## src/rtl/monopix_readout_emu.sv

```systemverilog
// MONOPIX column-drain readout emulator: hit FIFO, FREEZE/READ handshake, serial DATA.
// Optional test-pattern source is compiled in with `define MONOPIX_EMU_TEST_PATTERN_EN.
`timescale 1ns/1ps

module monopix_readout_emu #(
    parameter int                    DATA_WIDTH = 26,
    parameter int                    DEPTH      = 16,
    parameter logic [DATA_WIDTH-1:0] PATTERN    = 26'h2AAAAAA
) (
    input  logic                  CLK40,
    input  logic                  nRST,
    input  logic                  HIT_WR,
    input  logic [DATA_WIDTH-1:0] HIT_DATA,
    output logic                  HIT_FULL,
    input  logic                  FREEZE,
    input  logic                  READ,
    input  logic                  EN_TEST_PATTERN,
    output logic                  TOKEN,
    output logic                  DATA,
    output logic                  BUSY,
    output logic [7:0]            LOST_CNT,
    output logic                  READ_ERR
);

    localparam int AW = $clog2(DEPTH);
    localparam int CW = AW + 1;
    localparam int BW = $clog2(DATA_WIDTH);
    localparam logic [CW-1:0] FULL_LEVEL = CW'(DEPTH);
    localparam logic [BW-1:0] LAST_BIT   = BW'(DATA_WIDTH - 1);

    typedef enum logic [1:0] {IDLE, LOAD, SHIFT} state_t;

    logic [DATA_WIDTH-1:0] mem [DEPTH];
    logic [AW-1:0]         wr_ptr;
    logic [AW-1:0]         rd_ptr;
    logic [CW-1:0]         count;
    logic [CW-1:0]         frz_cnt;
    logic                  read_d;
    logic                  freeze_d;
    logic                  load_pattern;
    state_t                state;
    logic [DATA_WIDTH-1:0] sr;
    logic [BW-1:0]         bit_cnt;

    logic                  read_edge;
    logic                  freeze_rise;
    logic                  full;
    logic [CW-1:0]         frz_view;
    logic                  word_avail;
    logic                  pattern_mode;
    logic                  eligible;
    logic                  pop;
    logic                  push;
    logic                  drop;
    logic [DATA_WIDTH-1:0] load_word;

`ifdef MONOPIX_EMU_TEST_PATTERN_EN
    assign pattern_mode = EN_TEST_PATTERN;
`else
    logic unused_en_test_pattern;
    assign unused_en_test_pattern = EN_TEST_PATTERN;
    assign pattern_mode = 1'b0;
`endif

    assign read_edge   = READ & ~read_d;
    assign freeze_rise = FREEZE & ~freeze_d;
    assign full        = (count == FULL_LEVEL);
    // On the freeze edge itself FRZ_CNT is not loaded yet, so the live count stands in.
    assign frz_view    = freeze_rise ? count : frz_cnt;
    assign word_avail  = FREEZE ? (frz_view != '0) : (count != '0);
    assign eligible    = pattern_mode | word_avail;
    assign pop         = (state == LOAD) && !load_pattern && (count != '0);
    assign push        = HIT_WR && (!full || pop);
    assign drop        = HIT_WR && full && !pop;
    assign load_word   = load_pattern ? PATTERN : mem[rd_ptr];

    always_ff @(posedge CLK40) begin
        if (push) begin
            mem[wr_ptr] <= HIT_DATA;
        end
    end

    always_ff @(posedge CLK40 or negedge nRST) begin
        if (!nRST) begin
            wr_ptr       <= '0;
            rd_ptr       <= '0;
            count        <= '0;
            frz_cnt      <= '0;
            read_d       <= 1'b0;
            freeze_d     <= 1'b0;
            load_pattern <= 1'b0;
            state        <= IDLE;
            sr           <= '0;
            bit_cnt      <= '0;
            HIT_FULL     <= 1'b0;
            TOKEN        <= 1'b0;
            DATA         <= 1'b0;
            BUSY         <= 1'b0;
            LOST_CNT     <= 8'd0;
            READ_ERR     <= 1'b0;
        end else begin
            read_d   <= READ;
            freeze_d <= FREEZE;

            if (push) wr_ptr <= wr_ptr + AW'(1);
            if (pop)  rd_ptr <= rd_ptr + AW'(1);
            count <= count + CW'(push) - CW'(pop);

            if (freeze_rise) begin
                frz_cnt <= count - CW'(pop);
            end else if (FREEZE && pop && (frz_cnt != '0)) begin
                frz_cnt <= frz_cnt - CW'(1);
            end

            if (drop && (LOST_CNT != 8'hFF)) begin
                LOST_CNT <= LOST_CNT + 8'd1;
            end

            HIT_FULL <= full;
            TOKEN    <= eligible;

            if (read_edge && ((state != IDLE) || !eligible)) begin
                READ_ERR <= 1'b1;
            end

            case (state)
                IDLE: begin
                    DATA <= 1'b0;
                    if (read_edge && eligible) begin
                        load_pattern <= pattern_mode;
                        state        <= LOAD;
                    end
                end
                LOAD: begin
                    // MSB goes out with the load so it appears one cycle after LOAD.
                    DATA    <= load_word[DATA_WIDTH-1];
                    sr      <= load_word << 1;
                    bit_cnt <= LAST_BIT;
                    BUSY    <= 1'b1;
                    state   <= SHIFT;
                end
                SHIFT: begin
                    if (bit_cnt == '0) begin
                        DATA  <= 1'b0;
                        BUSY  <= 1'b0;
                        state <= IDLE;
                    end else begin
                        DATA    <= sr[DATA_WIDTH-1];
                        sr      <= sr << 1;
                        bit_cnt <= bit_cnt - BW'(1);
                    end
                end
                default: begin
                    DATA  <= 1'b0;
                    BUSY  <= 1'b0;
                    state <= IDLE;
                end
            endcase
        end
    end

endmodule

```

## config.mk

```make
export PLATFORM = sky130hd
export DESIGN_NAME = monopix_readout_emu
export DESIGN_NICKNAME = d
export VERILOG_FILES = /design/src/rtl/monopix_readout_emu.sv
export SDC_FILE = /design/constraint.sdc
export NUM_CORES = 1
export LEC_CHECK = 0
export ABC_AREA = 1
export BUFFER_PORTS_ARGS = -buffer_cell sky130_fd_sc_hd__buf_2
export CAP_MARGIN = 10
export CORE_MARGIN = 5
export CORE_UTILIZATION = 30
export CTS_CLUSTER_DIAMETER = 50
export DETAILED_ROUTE_END_ITERATION = 10
export PLACE_DENSITY_LB_ADDON = 0.12
export SLEW_MARGIN = 10
export SYNTH_ARGS = -nofsm -noshare
export SYNTH_HDL_FRONTEND = slang
export SYNTH_SLANG_ARGS = --single-unit
```

## constraint.sdc

```tcl
create_clock -name CLK40 -period 5.2 [get_ports CLK40]
set_input_delay 0 -clock CLK40 [delete_from_list [all_inputs] [get_ports CLK40]]
set_output_delay 0 -clock CLK40 [all_outputs]
set_load 0.05 [all_outputs]
```

==> results.tsv <==
metric	value	unit
synth top area cells	edfxtp_1, nand2_1, dfrtp_1	
Final Hold Fails	0	
Top FF cell, synth	edfxtp_1	
Power Density	574	nW/um^2
Clock Sinks	481	
crit path launch type	flop	
average wire per standard cell	18.7	um
Setup TNS	0	ps
#FFs+latches synth	481	
Post-synth top cells	nand2_1, edfxtp_1, nand3_1	
P_leak	9.96	nW
Seq/Total Area, Yosys	67.9	%
Min Clock Period, post-route	3170	ps
Post-synth EDFFs	416	
die area	74700	sq um
crit path buf inv count	4	
Clock transition at path regs	60	ps
top-area cell type share of the netlist area	60.1	%
unrepaired setup endpoints after global routing	no	
worst reg2reg endpoint	mem[12][7]$_DFFE_PP_	
worst-case clock skew	23.7	ps
cell taking the most area after synthesis	edfxtp_1	
CTS tree	built	
GRT Util Overall	15.2	%
Max IR drop VDD	0.348	mV
# DRC	0	
final setup fails	0	
clk root buf	clkbuf_16	
TritonCTS buffer count	67	
Cell Rows	96	
postcts setup bufs	0	
# port buffers	43	
CTS Buffer Depth	3	
Post-Syn Area	20800	sq um
worst r2r src	count[2]$_DFF_PN0_	
status	finished, final reports clean	
CP max-delay cell	nor2_4	
Synth Net Count	2013	
min-delay worst type	input pin to asynchronous set/reset pin	
number of global-route vias before repair	13705	
gate count of the mapped netlist	1958	
crit-path cells	inv_1, ha_1, inv_1, nor4_4, nand2_1, nand2_1, inv_1, nand2_1, nor2_4, buf_4	
Chip Width	273	um
Arr. time, crit path	3440	ps
Slew headroom	18.8	%
drt first pass iters	5	
clock latency on the worst-skew pair	580	ps
share of layout cells above drive strength 1	10.7	%
Initial Util	30.3	%
Worst-Margin Slew	1210	ps
largest net degree at the start of global routing	134	
critical path startpoint	count[2]$_DFF_PN0_	
Netlist cell types	35	
Critical Path Sink Type	flop	
vias post-DR	13579	
area delta synth->final	18.3	%
max cap viols	0	
final WL	56.4	mm
critical path class	flop to flop	
post_cts resized	0	
family with the most delay on the worst path	simple AND/OR/NAND/NOR gates	
Final #Nets	2089	
Data required, critical path	5470	ps
GPL Wtd Cong	0.774	
Via density	4.50	
fraction of registers with async set/reset	13.5	%
worst stage delay on the critical path	890	ps
Avg Inst Size Synth	10.6	sq um
initial antenna violation count	1	
most common cell in the netlist	nand2_1	
Chip Height	273	um
DR iter-0 viols	935	
Cells after DPL	2866	
worst-path fanout max	19	
synth warn	0	
antenna viol nets, final	0	
Core Area	68700	sq um
Ports	45	
Tcrit/Tclk final	60.9	%
slack of the worst reg-to-reg path	2030	ps
H-tree depth	3	
max-slew violations	0	
grt total ovfl	0	
post-route insts no fill	3020	
DP Wirelength	30.4	mm
first-pass GRT wire length	86.2	mm
fmax	0.316	GHz
r2r worst-path depth	10	
[sequential cells by signal (all words and copies together), names as in the netlist, 2 cells and up]
name / flops
bit_cnt: 5
count: 5
mem: 416
LOST_CNT: 8
frz_cnt: 5
rd_ptr: 4
state: 2
sr: 25
wr_ptr: 4
[cells by family after synthesis]
logic type | Yosys count | synth area share (%)
flops | 481 | 67.9
buf+inv | 330 | 6.92
compound gates | 126 | 3.31
fa+ha+maj | 23 | 1.42
xor+xnor | 19 | 0.800
simple gates | 979 | 19.7
[final cells by class]
type | instances | area [sq um]
Fill cell | 6886 | 44100
Inverter | 235 | 895
Clock buffer | 83 | 1910
Timing Repair Buffer | 102 | 788
Antenna cell | 2 | 5.00
Clock inverter | 39 | 355
Multi-Input combinational cell | 1147 | 5360
Tap cell | 931 | 1160
Sequential cell | 481 | 14100
[stage by stage]
step | instance area (sq um) | total power, mW | utilization [%] | hold WS, ps | setup slack, ps
2_1_floorplan | 20800 | 8.21 | - | -296 | 2460
3_3_place_gp | 22000 | 9.66 | 32.0 | 143 | 2030
3_5_place_dp | 22000 | 9.71 | 32.1 | 132 | 2010
4_1_cts | 24600 | 14.4 | 35.8 | 59.3 | 1960
5_1_grt | 24600 | 15.1 | 35.8 | 88.6 | 1840
6_report | 24600 | 14.1 | 35.8 | 88.3 | 2030
[placed cells by master (no fill, tap or decap), types with 2 or more instances in the layout]
master and n:
nor3_1 3, dfrtp_4 2, buf_2 42, o21ai_0 73, dfrtp_2 2, edfxtp_1 416
inv_1 227, dfrtp_1 61, clkinv_2 13, clkbuf_16 74, nand4_1 4, o21ai_1 2
clkinvlp_4 7, xor2_1 13, inv_8 2, bufinv_16 5, clkinv_4 2, nand3_1 271
clkbuf_1 7, xnor2_1 6, a31oi_1 2, nand2_1 538, nor2_4 16, or2_2 9
buf_4 27, buf_16 2, a21oi_1 29, clkinv_1 8, ha_1 22, inv_6 4
diode_2 2, nor2_1 133, clkbuf_8 2, inv_2 5, o211ai_1 15, dlygate4sd3_1 30
[metal layers]
layer  GRT usage (%)  up-vias  part of all wire (%)
met2            24.2      240                    46
met1            21.2     6594                    48
met5               0        -                     0
met3            3.10       85                   4.3
met4            4.17        0                   2.3
li1                -     6660                     -
[timing repair]
item | CTS | global route
setup endpoints to repair | 0 | 0
hold endpoints to repair | 503 | 0
hold buffers | 30 | 0
[power breakdown]
group	switching, mW	internal [mW]	total (mW)
sequential	0.377	4.74	5.12
clock	1.72	2.86	4.58
combinational	3.15	1.28	4.43
total	5.25	8.89	14.1
[how the worst max path moves through the flow]
stage	endpoint	slack, ps	cells after the start
floorplan	mem[0][0]$_DFFE_PP_	2460	9
global placement	mem[13][11]$_DFFE_PP_	2030	10
detailed placement	mem[13][11]$_DFFE_PP_	2010	10
CTS	mem[12][24]$_DFFE_PP_	1960	10
global route	mem[13][10]$_DFFE_PP_	1840	10
finish	mem[12][7]$_DFFE_PP_	2030	10
No activity file was read; power rests on OpenSTA's default activity.
